### src/rtl/serial_add_ctrl.sv
// Bit-serial adder: one full-adder slice per clock, LSB first, start/busy/done handshake.
// Define SERIAL_ADD_SUB_EN to add the sub port (A-B via inverted B and carry-in of 1).
module serial_add_ctrl #(
  parameter int unsigned WIDTH = 8
) (
  input  logic             clk,
  input  logic             rst_n,
  input  logic             start,
  input  logic [WIDTH-1:0] op_a,
  input  logic [WIDTH-1:0] op_b,
  input  logic             cin,
`ifdef SERIAL_ADD_SUB_EN
  input  logic             sub,
`endif
  output logic             busy,
  output logic             done,
  output logic [WIDTH-1:0] sum,
  output logic             cout
);

  localparam int unsigned CW = $clog2(WIDTH);

  localparam logic [1:0] StIdle = 2'd0;
  localparam logic [1:0] StRun  = 2'd1;
  localparam logic [1:0] StDone = 2'd2;

  logic [1:0]       state_q, state_d;
  // a_q doubles as the result register: sum bits enter at the MSB as operand bits leave.
  logic [WIDTH-1:0] a_q, a_d;
  logic [WIDTH-1:0] b_q, b_d;
  logic [WIDTH-1:0] sum_q, sum_d;
  logic             carry_q, carry_d;
  logic             cout_q, cout_d;
  logic [CW-1:0]    cnt_q, cnt_d;

  logic             s_bit, c_next;
  logic [WIDTH-1:0] b_load;
  logic             c_load;

  always_comb begin
    s_bit  = a_q[0] ^ b_q[0] ^ carry_q;
    c_next = (a_q[0] & b_q[0]) | ((a_q[0] ^ b_q[0]) & carry_q);
  end

  always_comb begin
`ifdef SERIAL_ADD_SUB_EN
    b_load = sub ? ~op_b : op_b;
    c_load = sub ? 1'b1 : cin;
`else
    b_load = op_b;
    c_load = cin;
`endif
  end

  always_comb begin
    state_d = state_q;
    a_d     = a_q;
    b_d     = b_q;
    sum_d   = sum_q;
    carry_d = carry_q;
    cout_d  = cout_q;
    cnt_d   = cnt_q;
    case (state_q)
      StIdle: begin
        if (start) begin
          a_d     = op_a;
          b_d     = b_load;
          carry_d = c_load;
          cnt_d   = '0;
          state_d = StRun;
        end
      end
      StRun: begin
        a_d     = {s_bit, a_q[WIDTH-1:1]};
        b_d     = {1'b0, b_q[WIDTH-1:1]};
        carry_d = c_next;
        cnt_d   = cnt_q + CW'(1);
        if (cnt_q == CW'(WIDTH - 1)) begin
          sum_d   = {s_bit, a_q[WIDTH-1:1]};
          cout_d  = c_next;
          cnt_d   = '0;
          state_d = StDone;
        end
      end
      StDone: begin
        state_d = StIdle;
      end
      default: begin
        state_d = StIdle;
      end
    endcase
  end

  always_ff @(posedge clk or negedge rst_n) begin
    if (!rst_n) begin
      state_q <= StIdle;
      a_q     <= '0;
      b_q     <= '0;
      sum_q   <= '0;
      carry_q <= 1'b0;
      cout_q  <= 1'b0;
      cnt_q   <= '0;
    end else begin
      state_q <= state_d;
      a_q     <= a_d;
      b_q     <= b_d;
      sum_q   <= sum_d;
      carry_q <= carry_d;
      cout_q  <= cout_d;
      cnt_q   <= cnt_d;
    end
  end

  assign busy = (state_q != StIdle);
  assign done = (state_q == StDone);
  assign sum  = sum_q;
  assign cout = cout_q;

endmodule

### config.mk
export PLATFORM = sky130hd
export DESIGN_NAME = serial_add_ctrl
export DESIGN_NICKNAME = d
export VERILOG_FILES = /design/src/rtl/serial_add_ctrl.sv
export SDC_FILE = /design/constraint.sdc
export NUM_CORES = 1
export LEC_CHECK = 0
export CAP_MARGIN = 30
export CORE_MARGIN = 2
export CORE_UTILIZATION = 54
export CTS_CLUSTER_SIZE = 28
export DETAILED_ROUTE_END_ITERATION = 16
export GPL_TIMING_DRIVEN = 0
export PLACE_DENSITY = 0.82
export SLEW_MARGIN = 40
export SYNTH_ARGS = -nofsm -noshare
export SYNTH_HDL_FRONTEND = slang
export SYNTH_SLANG_ARGS = --single-unit
### constraint.sdc
create_clock -name clk -period 3 [get_ports clk]
set_input_delay 0.6 -clock clk [delete_from_list [all_inputs] [get_ports clk]]
set_output_delay 0.6 -clock clk [all_outputs]
set_load 0.01 [all_outputs]
==> results.toml <==
[critical_path]
cp-start-kind = "flop"
cp.required_ns = 2.40
worstReg2RegStart = "cnt_q[0]"
timing_worst_setup_path_type = "reg -> out"
ff2ff_setup_slack_ns = 1.44
path_cells = "buf_2 > buf_2 > nor2b_1 > clkdlybuf4s50_1"
crit_top_cell = "buf_2"
critical_path_arrival_ns = 1.83
cp_slowest_cell = "clkdlybuf4s50_1"
end_kind = "output pin"
cpPeakStageDelay_ns = 0.54
cp_max_fo = 10
regToRegEndpoint = "sum[3]"
r2r_cells = 5

[die]
rows = 19
die_h_um = 56.7
coreArea_sq_um = 2690
die-area_sq_um = 3210
io_pins = 31
start_util = 0.558
die_x_um = 56.7

[clock_tree]
clkSinkCount = 31
cts_tree = "built"
cts_buffers = 5
clk_latency_ns = 0.32
postCtsSetupBuffers = 0
clock_path_buffers = 2
cts_root_buf = "clkbuf_4"
h-tree-depth = 2
cts_resized = 0
clk_pin_slew_worst_paths_ns = 0.09
postCtsHoldBufs = 0

[cells_and_area]
antenna_cells = 0
fillerInstances = 198
finalNetCount = 175
multi_input_area_sq_um = 623
layout-drive-gt1-share = 0.255
synthToLayoutAreaGrowth_pct = 25.6
regArea_sq_um = 776
utilization = 0.701
layout_commonest_cell = "dfrtp_1"
final_cell_mix = "dfrtp_1, clkdlybuf4s50_1, or4b_1, o221a_2"

[yosys]
avgSynthCellArea_sq_um = 13.0
synth_area_sq_um = 1500
synth_cells = 115
ys_types = 29
synth_nets = 138
yosys.area.top_type_share = 0.518
yosysTopAreaCell = "dfrtp_1"
synthTopCellsByArea = "dfrtp_1, o221a_2, or4b_1, mux2_2, nor4b_1"
yosysSeqAreaShare = 0.518
synth_seq_cells = 31
yosysWarnings = 0

[pwr]
p_leak_nw = 0.799
vdd_drop_max_v = 0.000599
p_per_area_nw_per_um2 = 942

[sta]
relSlewSlack = 0.546
fin_crit_sh = 0.811
finalCriticalPeriod_ns = 2.43
fmax_ghz = 0.411
hold_viol_final = 0
fin_setup_tns_ns = 0
maxSlewViolCount = 0
rsz0062_at_grt = "false"
worst_slew_pin_slew_ns = 0.681
finalSetupViolations = 0
fin_skew_ns = 0.00144

[global_routing]
globalRouteOverflowTotal = 0
antenna_found_initial = 0
grt_usage = 0.212
first_global_vias = 1155
grt_max_degree = 32
grt_first_pass_wirelength_um = 5200

[placed_design]
gp_congestion = 0.768
io_buffers = 30
dpl.hpwl_um = 2150

[route]
drc_errors = 0
vias_per_cell = 5.89
drt-initial-drc-count = 28
routedWlPerCell_um = 16.1
routed_wl_um = 2960
ant_nets = 0
dr.pass1.iters = 4
num_vias = 1083

[run_status]
status = "finished, final reports clean"

[worst_hold_path]
min_path_type = "in -> async"

[job]
maxCapViolCount = 0
## worst max-delay path, delay by kind of cell (launching register included)
kind	cells	cell delay, ns
simple gates	1	0.16
flops	1	0.35
buf+inv	3	1.01
## registers in the layout (all words and copies together) (netlist names)
name and flops:
carry_q 1, b_q 8, cnt_q 3, sum 8
state_q 2, a_q 8, cout 1
## how the worst max path moves through the flow
stage,from,endpoint,slack [ns],depth (start not counted)
after floorplan,state_q[1],done,1.52,3
after global placement,rst_n,sum[1],0.82,1
after detailed placement,state_q[1],done,0.93,4
after CTS,state_q[1],done,0.55,4
after global routing,state_q[1],done,0.47,4
final,state_q[1],done,0.57,4
## layer usage
metal	up-vias	part of all wire	global-route usage	wire, um
li1	514	-	-	-
met1	533	0.43	0.262	1280
met2	32	0.51	0.352	1510
met3	4	0.047	0.0691	139
met4	0	0.0095	0.0646	28
met5	-	0	0	0
## synthesized netlist by cell type
| cell type | n |
|---|---|
| clkbuf_2 | 1 |
| nand2_1 | 2 |
| a221oi_1 | 2 |
| or2b_1 | 1 |
| or2_2 | 1 |
| nor4b_1 | 6 |
| buf_6 | 3 |
| nand2b_1 | 2 |
| mux2_4 | 2 |
| mux2_2 | 7 |
| nor2b_1 | 2 |
| o21ba_2 | 1 |
| ha_1 | 2 |
| o211ai_1 | 1 |
| buf_2 | 6 |
| dfrtp_1 | 31 |
| nor3b_1 | 4 |
| a211oi_1 | 4 |
| or4b_1 | 10 |
| o221a_2 | 10 |
| inv_1 | 7 |
| o21bai_2 | 1 |
| a21oi_1 | 1 |
| a22o_1 | 3 |
| nand3b_1 | 1 |
| clkbuf_1 | 1 |
| nor2_1 | 1 |
| or3b_1 | 1 |
| fa_1 | 1 |
## cell families (layout without fill, tap and decap cells)
logic type,after synthesis,in the layout,synth area share
flops,31,31,0.518
simple gates,31,31,0.166
compound gates,23,23,0.147
buf+inv,18,56,0.0660
mux,9,9,0.0727
fa+ha+maj,3,3,0.0301
## area by class of cell
cell class | count | share of cell area
clock buffers | 7 | 0.0239
clock inverters | 1 | 0.00266
repair buffers | 30 | 0.157
inverters | 7 | 0.0140
multi-input cells | 66 | 0.331
flip-flops and latches | 31 | 0.412
plain buffers | 11 | 0.0386
well taps | 31 | 0.0206
## per-stage QoR
step	hold WS, ns	instance area (sq um)	total power, mW	setup slack (ns)	cells
finish	0.304	1880	1.77	0.566	184
global route	0.342	1880	1.90	0.466	184
CTS	0.325	1880	1.79	0.554	184
detailed placement	0.493	1830	1.56	0.926	176
global placement	0.488	1840	1.52	0.818	176
floorplan	0.304	1500	1.26	1.52	115
## power breakdown
group	internal (mW)	total [mW]	switching, mW	leakage, nW
registers	0.615	0.742	0.126	0.355
clock network	0.0913	0.228	0.137	0.0293
logic	0.478	0.802	0.325	0.415
Note: power is estimated with default switching activity, not from simulation.
